## config.mk

```make
export PLATFORM = sky130hd
export DESIGN_NAME = sw_mode_decoder
export DESIGN_NICKNAME = d
export VERILOG_FILES = /design/src/rtl/fsm_pkg.sv /design/src/rtl/sync_ff.sv /design/src/rtl/sw_mode_decoder.sv
export SDC_FILE = /design/constraint.sdc
export NUM_CORES = 1
export LEC_CHECK = 0
export ABC_CLOCK_PERIOD_IN_PS = 2190
export BUFFER_PORTS_ARGS = -buffer_cell sky130_fd_sc_hd__buf_4
export CORE_UTILIZATION = 30
export CTS_CLUSTER_DIAMETER = 150
export DETAILED_ROUTE_END_ITERATION = 7
export HOLD_SLACK_MARGIN = 0.03
export SLEW_MARGIN = 5
export SYNTH_ARGS = -nofsm -noshare
export SYNTH_HDL_FRONTEND = slang
export SYNTH_SLANG_ARGS = --single-unit
```

## constraint.sdc

```tcl
create_clock -name i_clk -period 2.19 [get_ports i_clk]
set_input_delay 0.1095 -clock i_clk [delete_from_list [all_inputs] [get_ports i_clk]]
set_output_delay 0.1095 -clock i_clk [all_outputs]
set_load 0.05 [all_outputs]
```

## src/rtl/fsm_pkg.sv

```systemverilog
// Shared definitions for the LED pattern front end and pattern FSM:
// mode codes, debounce state encoding and a popcount helper.
package fsm_pkg;

    // Pattern mode codes, one-hot; the pattern FSM uses the same constants.
    localparam logic [3:0] MODE_IDLE        = 4'b0000;
    localparam logic [3:0] MODE_BLINK_TWICE = 4'b0001;
    localparam logic [3:0] MODE_BLINK       = 4'b0010;
    localparam logic [3:0] MODE_ALTERNATE   = 4'b0100;
    localparam logic [3:0] MODE_SHIFT       = 4'b1000;

    // Debounce FSM states.
    typedef enum logic [0:0] {
        STABLE   = 1'b0,
        SETTLING = 1'b1
    } dbnc_state_e;

    // Number of set bits in a 4-bit switch vector.
    function automatic logic [2:0] popcount4(input logic [3:0] v);
        logic [2:0] n;
        n = 3'd0;
        for (int i = 0; i < 4; i++) begin
            n = n + {2'b00, v[i]};
        end
        return n;
    endfunction

endpackage

```

## src/rtl/sync_ff.sv

```systemverilog
// Multi-stage flip-flop synchroniser for an asynchronous input vector.
module sync_ff #(
    parameter int WIDTH  = 4,
    parameter int STAGES = 2
) (
    input  logic             clk_i,
    input  logic             rst_i,
    input  logic [WIDTH-1:0] d_i,
    output logic [WIDTH-1:0] q_o
);

    logic [WIDTH-1:0] stage_q [STAGES];

    // Shift the raw vector through the synchroniser chain.
    always_ff @(posedge clk_i) begin
        if (rst_i) begin
            for (int k = 0; k < STAGES; k++) begin
                stage_q[k] <= {WIDTH{1'b0}};
            end
        end else begin
            stage_q[0] <= d_i;
            for (int k = 1; k < STAGES; k++) begin
                stage_q[k] <= stage_q[k-1];
            end
        end
    end

    assign q_o = stage_q[STAGES-1];

endmodule

```

## src/rtl/sw_mode_decoder.sv

```systemverilog
// Switch front end: synchronises the four board switches, debounces them as
// one vector and presents a committed mode code with valid/error/change flags.
module sw_mode_decoder
    import fsm_pkg::*;
#(
    parameter int DEBOUNCE_CYCLES = 1_000_000,
    parameter int SYNC_STAGES     = 2
) (
    input  logic       i_clk,
    input  logic       i_rst,
    input  logic [3:0] i_sw_raw,
    output logic [3:0] o_sw,
    output logic       o_mode_valid,
    output logic       o_error,
    output logic       o_change
);

    localparam int             CNT_W   = $clog2(DEBOUNCE_CYCLES);
    localparam logic [CNT_W-1:0] CNT_MAX = CNT_W'(DEBOUNCE_CYCLES - 1);

    logic [3:0]       sync_s;
    dbnc_state_e      state_q, state_d;
    logic [3:0]       cand_q, cand_d;
    logic [CNT_W-1:0] cnt_q, cnt_d;
    logic [3:0]       sw_q, sw_d;
    logic             valid_q, valid_d;
    logic             err_q, err_d;
    logic             chg_q, chg_d;
    logic [2:0]       cand_ones_s;

    sync_ff #(
        .WIDTH  (4),
        .STAGES (SYNC_STAGES)
    ) u_sync (
        .clk_i (i_clk),
        .rst_i (i_rst),
        .d_i   (i_sw_raw),
        .q_o   (sync_s)
    );

    assign cand_ones_s = popcount4(cand_q);

    // Debounce next-state: track a candidate, count its hold time, commit when stable.
    always_comb begin
        state_d = state_q;
        cand_d  = cand_q;
        cnt_d   = cnt_q;
        sw_d    = sw_q;
        valid_d = valid_q;
        err_d   = err_q;
        chg_d   = 1'b0;
        case (state_q)
            STABLE: begin
                if (sync_s != sw_q) begin
                    state_d = SETTLING;
                    cand_d  = sync_s;
                    cnt_d   = {CNT_W{1'b0}};
                end else begin
                    state_d = STABLE;
                end
            end
            SETTLING: begin
                if (sync_s == sw_q) begin
                    // Bounced back to the committed value: abandon the candidate.
                    state_d = STABLE;
                end else if (sync_s != cand_q) begin
                    // Bounced to a third value: restart the hold time.
                    cand_d = sync_s;
                    cnt_d  = {CNT_W{1'b0}};
                end else if (cnt_q == CNT_MAX) begin
                    state_d = STABLE;
                    sw_d    = cand_q;
                    valid_d = (cand_ones_s == 3'd1);
                    err_d   = (cand_ones_s >= 3'd2);
                    chg_d   = 1'b1;
                end else begin
                    cnt_d = cnt_q + CNT_W'(1);
                end
            end
            default: begin
                state_d = STABLE;
                cand_d  = 4'b0000;
                cnt_d   = {CNT_W{1'b0}};
            end
        endcase
    end

    // State, candidate, counter and registered outputs.
    always_ff @(posedge i_clk) begin
        if (i_rst) begin
            state_q <= STABLE;
            cand_q  <= 4'b0000;
            cnt_q   <= {CNT_W{1'b0}};
            sw_q    <= MODE_IDLE;
            valid_q <= 1'b0;
            err_q   <= 1'b0;
            chg_q   <= 1'b0;
        end else begin
            state_q <= state_d;
            cand_q  <= cand_d;
            cnt_q   <= cnt_d;
            sw_q    <= sw_d;
            valid_q <= valid_d;
            err_q   <= err_d;
            chg_q   <= chg_d;
        end
    end

    assign o_sw         = sw_q;
    assign o_mode_valid = valid_q;
    assign o_error      = err_q;
    assign o_change     = chg_q;

endmodule

```

==> results.md, run 1 <==
* Gr usage total at 15.3%
* R2R cell count at 8
* Synth Register Bits at 40
* RSZ-0062 raised after global routing: no
* Post-synth EDFFs at 0
* Worst setup SP type: register
* Post-synthesis sequential area ratio at between 40 and 50%
* DR vias at 1726
* Worst VDD drop at 0.000372 V
* Average size of a mapped cell at roughly 9 um2
* Min-Delay Endpoint: cnt_q[7]$_SDFFE_PP0P_
* Bufs on Longest Clock Path at 2
* Slowest CP cell: fa_1
* Top_reg_cell synth: dfxtp_1
* Total negative slack at 0 ns
* Worst R2R End: o_error$_SDFFE_PP0P_
* RePlAce Congestion at 0.781
* Cts bufs inserted at 5
* Post-route cell area at 2370 um2
* WP data arrival at 2.25 ns
* Die area at a little under 7000 um2
* Crit-path leading delay family: adder cells
* Cell variety after synth at 45
* Largest net degree at the start of global routing at 24
* CTS tree: built
* Pre-antenna DRT Iters at 4
* Global-route wire length before repair at 7870 um
* Fraction of layout cells with a size suffix above 1 at 18.1%
* I/O Buffers at 12
* Initial antenna violation count at 0
* Top-area cell type share of the netlist area at ~41%
* Syn Std Cell Area at 1960 um2
* Worst-Margin Slew at 0.675 ns
* Num Clock Sinks at 40
* Ys async rst share at 0%
* Critical R2R Launch: cand_q[0]$_SDFFE_PP0P_
* Fmax at between 400 and 500 MHz
* Finished Layout Cells at ~330
* # IOs at 13
* Ratio of final minimum period to clock period at slightly above 90%
* Kind of critical path: register to register
* Fin nets at 258
* Vias/cell at 5.31
* CP Depth at 8
* Buf/Inv on CP at 3
* Largest cells by area after synthesis: dfxtp_1 41%, nand3_1 5.1%, xnor2_1 3.6%, a21oi_1 3.3%, and3_1 3.2%
* Post-layout min period at 2.04 ns
* Reg clk slew, reported paths at 0.09 ns
* Number of global-route vias before repair at 1629
* Status: complete, no violations
* Diodes inserted at 0
* P_leak at 0.905 nW
* Placed cell area at 2210 um2
* Row cnt at 29
* Gate Count Post-Synth at 219
* # H-tree levels at 2
* Power per cell area at between 600 and 700 nW/um2
* Critical hold path startpoint: i_rst
* Worst EP required at 2.39 ns
* Yosys top cell by area: dfxtp_1
* Clock Latency Late Sink at 0.30 ns
* Die Y at roughly 83 um
* Final setup fails at 0
* Detailed Route Iter0 Violations at 134
* Syn_nets at 230
* CP Cell Sequence: inv_1, fa_1, inv_1, ha_2, inv_1, ha_1, or3b_4, a311oi_1
* Post-CTS Setup Bufs at 0
* Dpl cells at 313
* Most common cell type on the critical path: inv_1
* Slew margin rel. at around 55%
* Area grow syn2layout at 21.0%
* Final WL at 4540 um
* Crit. End Element: register
* Grt total ovfl at 0
* Flop2flop setup slack at around 0.15 ns
* Crit-path max FO at 2
* DRT antenna net count at 0
* Synth warn at 0
* DR WL/cell at 14.0 um
* DR DRC count at 0
* Initial Util at 31.0%
* Worst Hold Class: primary input to register
* Final hold violations at 0
* Die W at between 80 and 90 um
* Max cap viols at 0
* Clk_skew at 0.0105 ns
* CTS Root Cell: clkbuf_8
* Detailed Place HPWL at 3260 um
* Crit-path max cell delay at 0.46 ns
* Hold Crit Depth at 4
* Core area at 6310 um2
* Pins over their slew limit at 0
[worst register-to-register path, cell delays in order (launching register included)]
cell and delay [ns]:
dfxtp_2 0.33, inv_1 0.05, fa_1 0.46, inv_1 0.07, ha_2 0.17, inv_1 0.04
ha_1 0.27, or3b_4 0.36, a311oi_1 0.20
[synthesized netlist by cell type (2+ instances only)]
cell       count
o31ai_1        3
buf_2          4
nand3_1       20
and4_1         3
and4b_1        2
xnor2_1        8
nor3_1         3
o211ai_1       2
a311oi_1       2
dfxtp_1       40
o2111ai_1      2
inv_1          9
or4_1          2
nand4_1        6
or3_1          4
o311a_1        4
a31o_1         4
clkbuf_1       5
o21ai_0        8
nor2_1        16
mux2i_1        3
a21o_1         2
nand2_1        9
nor2b_1       10
xor2_1         4
ha_1           4
and3_1        10
a21oi_1       13
[where the power goes]
| group | internal, W | total (W) | switching, W |
|---|---|---|---|
| Clock | 0.000344 | 0.000626 | 0.000282 |
| Sequential | 0.000739 | 0.000747 | 0.00000815 |
| Combinational | 0.0000662 | 0.000162 | 0.0000958 |
| Total | 0.00115 | 0.00153 | 0.000386 |
[repair_timing]
| action | CTS | global route |
|---|---|---|
| hold buffers | 4 | 0 |
| gates resized for setup | 0 | 4 |
| endpoints found under the hold margin | 4 | 0 |
| setup endpoints to repair | 0 | 1 |
[per-stage QoR]
| step | worst slack, ns | total power, W | util (%) | hold WS [ns] |
|---|---|---|---|---|
| global placement | 0.0914 | 0.000917 | 35.0 | 0.321 |
| finish | 0.149 | 0.00153 | 37.5 | 0.196 |
| CTS | 0.00232 | 0.00155 | 37.4 | 0.188 |
| global route | 0.0680 | 0.00160 | 37.5 | 0.247 |
| floorplan | 0.0457 | 0.000859 | - | 0.238 |
| detailed placement | 0.0292 | 0.000919 | 35.0 | 0.326 |
[layout make-up]
cell class	instances	area (um2)
clock inverters	3	46.3
clock buffers	5	68.8
well taps	77	96.3
multi-input cells	159	1070
flip-flops and latches	40	803
inverters	9	33.8
repair buffers	32	250
fillers	652	3940
[how the worst max path moves through the flow]
stage | start | slack (ns) | end
after floorplan | cand_q[0]$_SDFFE_PP0P_ | 0.05 | o_error$_SDFFE_PP0P_
after global placement | cand_q[0]$_SDFFE_PP0P_ | 0.09 | o_error$_SDFFE_PP0P_
after detailed placement | cand_q[0]$_SDFFE_PP0P_ | 0.03 | o_error$_SDFFE_PP0P_
after CTS | cand_q[0]$_SDFFE_PP0P_ | 0.002 | o_error$_SDFFE_PP0P_
after global routing | cand_q[0]$_SDFFE_PP0P_ | 0.07 | o_error$_SDFFE_PP0P_
final | cand_q[0]$_SDFFE_PP0P_ | 0.15 | o_error$_SDFFE_PP0P_
[flip-flops by register name, indices dropped and copies added (netlist names)]
register and flops:
state_q 1, u_sync.stage_q 8, o_sw 4, cand_q 4, o_error 1, o_change 1, o_mode_valid 1, cnt_q 20
[routing by layer]
| layer | global-route usage (%) | vias to the layer above | part of all wire [%] |
|---|---|---|---|
| li1 | - | 858 | - |
| met2 | 25.8 | 45 | 48 |
| met3 | 3.28 | 2 | 4.6 |
| met4 | 4.14 | 0 | 0.64 |
| met5 | 0 | - | 0 |
| met1 | 19.7 | 821 | 47 |
[cells by family after synthesis]
logic type | count (synthesis) | share of synthesized area [%]
xor+xnor | 12 | 5.37
fa+ha+maj | 5 | 3.58
compound gates | 45 | 16.0
buf+inv | 20 | 4.66
mux | 3 | 1.53
flops | 40 | 40.9
simple gates | 94 | 27.9
[cell usage in the layout (no fill, tap or decap), drive strengths merged, types with 9 or more instances in the layout]
master,Yosys,layout
nor2b,10,10
dfxtp,40,40
nand2,9,9
a21oi,13,13
buf,6,28
nor2,16,16
nand3,20,20
and3,10,10
inv,9,10
No activity file was read; power rests on OpenSTA's default activity.
==> run 2: changes to the inputs <==
PLACE_DENSITY = 0.45   (was default)
SKIP_LAST_GASP = 1   (was default)
==> run 2 against run 1 <==
Compared with the run above: flip-flop and latch count is the same; fmax shrank 1.2%; via count shrank 3.0%; critical endpoint unchanged; largest power group unchanged; highest routed layer unchanged.
==> results.md, run 2 (synthesized netlist as in run 1, its figures left out) <==
* P_leak at 0.906 nW
* Storage cell area at 803 um2
* Fin nets at 260
* Worst setup SP type: register
* RePlAce Congestion at 0.731
* Status: complete, no violations
* Vias/cell at approximately 5
* Fmax at 484 MHz
* Worst VDD drop at 0.000268 V
* CTS Root Cell: clkbuf_8
* Slew margin rel. at 71.5%
* Kind of critical path: register to register
* Row cnt at 29
* Diodes inserted at 0
* I/O Buffers at 12
* Gr usage total at ~15%
* Crit-path max cell delay at 0.48 ns
* Initial antenna violation count at 0
* Commonest non-fill, non-tap cell in the layout: dfxtp_1
* Bufs on Longest Clock Path at 2
* Final WL at 4670 um
* WP data arrival at 2.27 ns
* Detailed Place HPWL at 3440 um
* Clk_skew at 0.00818 ns
* DR vias at 1675
* Fillers at approximately 660
* Footprint of the multi-input gates at 1080 um2
* Cts bufs inserted at 5
* DRT antenna net count at 0
* Most frequent cells in the layout: 38 x dfxtp_1, 30 x buf_4, 20 x nand3_1, 16 x nor2_1, 13 x a21oi_1
* Placed cell area at 2220 um2
* Worst EP required at about 2.4 ns
* Reg clk slew, reported paths at 0.07 ns
* Post-route cell area at 2370 um2
* Final setup fails at 0
* Worst Hold Class: primary input to register
* Number of global-route vias before repair at between 1500 and 2000
* Fraction of layout cells with a size suffix above 1 at 18.4%
* Die area at just under 7000 um2
* Die W at 82.8 um
* Largest net degree at the start of global routing at 25
* Num Clock Sinks at 40
* Grt total ovfl at 0
* Largest regs: cnt_q: 20 flops, u_sync.stage_q: 8 flops
* Crit-path max FO at 2
* Max cap viols at 0
* Largest reg by FF count: cnt_q
* CTS tree: built
* Final hold violations at 0
* Global-route wire length before repair at between 7000 and 8000 um
* Pre-antenna DRT Iters at 4
* Most common cell type on the critical path: inv_1
* Max reg flops at 20
* Crit. End Element: register
* Die Y at 82.8 um
* Power per cell area at 598 nW/um2
* CP Cell Sequence: inv_1, fa_1, inv_1, ha_2, inv_1, ha_1, or3b_4, a311oi_2
* Post-CTS Setup Bufs at 0
* Detailed Route Iter0 Violations at 86
* Clock Latency Late Sink at 0.29 ns
* Initial Util at 31.0%
* Slowest CP cell: fa_1
* Worst-Margin Slew at 0.426 ns
* RSZ-0062 raised after global routing: no
* DR WL/cell at 14.3 um
* # H-tree levels at 2
* Pins over their slew limit at 0
* Area grow syn2layout at 20.8%
* DR DRC count at 0
* Final core utilization at 37.5%
* Post-layout min period at slightly above 2 ns
* Ratio of final minimum period to clock period at 94.3%
* Core area at 6310 um2
* # IOs at 13
* Tot Pwr at 0.00141 W
==> run 2: cell types whose count changed in the layout (fill, tap and decap cells not counted) <==
cell        before  now
a311oi_1         2    1
a311oi_2         0    1
buf_4           28   30
bufinv_16        1    0
clkbuf_1         0    2
clkbuf_8         5    6
clkinvlp_4       1    0
inv_6            1    0
==> run 2: final timing paths <==
path                                        start                              end  slack (ns)  depth (start not counted)
hold reg to reg   u_sync.stage_q[0][0]$_SDFF_PP0_  u_sync.stage_q[0][4]$_SDFF_PP0_        0.44                          1
setup / recovery           cand_q[0]$_SDFFE_PP0P_             o_error$_SDFFE_PP0P_        0.13                          8
hold / removal                              i_rst  u_sync.stage_q[0][4]$_SDFF_PP0_        0.18                          2
setup reg to reg           cand_q[0]$_SDFFE_PP0P_             o_error$_SDFFE_PP0P_        0.13                          8
==> run 2: final cells by class <==
type,instances,area share [%]
inverters,9,1.43
repair buffers,34,11.2
multi-input cells,159,45.5
flip-flops and latches,40,34.0
clock buffers,8,3.81
well taps,77,4.07
==> run 2: layer usage <==
| metal | share of wire (%) | wire length, um | GRT usage, % |
|---|---|---|---|
| met5 | 0 | 0 | 0 |
| met3 | 1.7 | 78 | 3.61 |
| met2 | 45 | 2120 | 24.4 |
| met4 | 1.3 | 59 | 5.17 |
| met1 | 52 | 2410 | 20.4 |
==> run 2: power breakdown <==
group	leakage (nW)	internal, W	total (W)	switching [W]
Sequential	0.325	0.000739	0.000747	0.00000820
Clock	0.0455	0.000257	0.000499	0.000242
Combinational	0.535	0.0000696	0.000169	0.0000990
Total	0.906	0.00107	0.00141	0.000349
==> run 2: critical path, delay by kind of cell, from the launching register on <==
kind	cells	cell delay, ns
flops	1	0.33
buf+inv	3	0.16
fa+ha+maj	3	0.93
simple gates	1	0.38
compound gates	1	0.19
==> run 2: timing repair <==
item	4_1_cts	5_1_grt
gates resized for setup	0	5
setup endpoints to repair	1	1
pin swaps	1	1
cloned	0	0
hold buffers	4	0
endpoints found under the hold margin	4	0
==> run 2: through the flow <==
| stage | setup slack (ns) | hold slack, ns | TNS [ns] | std cells |
|---|---|---|---|---|
| 4_1_cts | 0.0278 | 0.178 | 0 | 327 |
| 3_5_place_dp | -0.00238 | 0.325 | -0.00238 | 315 |
| 2_1_floorplan | 0.0457 | 0.238 | 0 | 219 |
| 3_3_place_gp | 0.0482 | 0.321 | 0 | 315 |
| 6_report | 0.126 | 0.180 | 0 | 327 |
| 5_1_grt | 0.0495 | 0.184 | 0 | 327 |
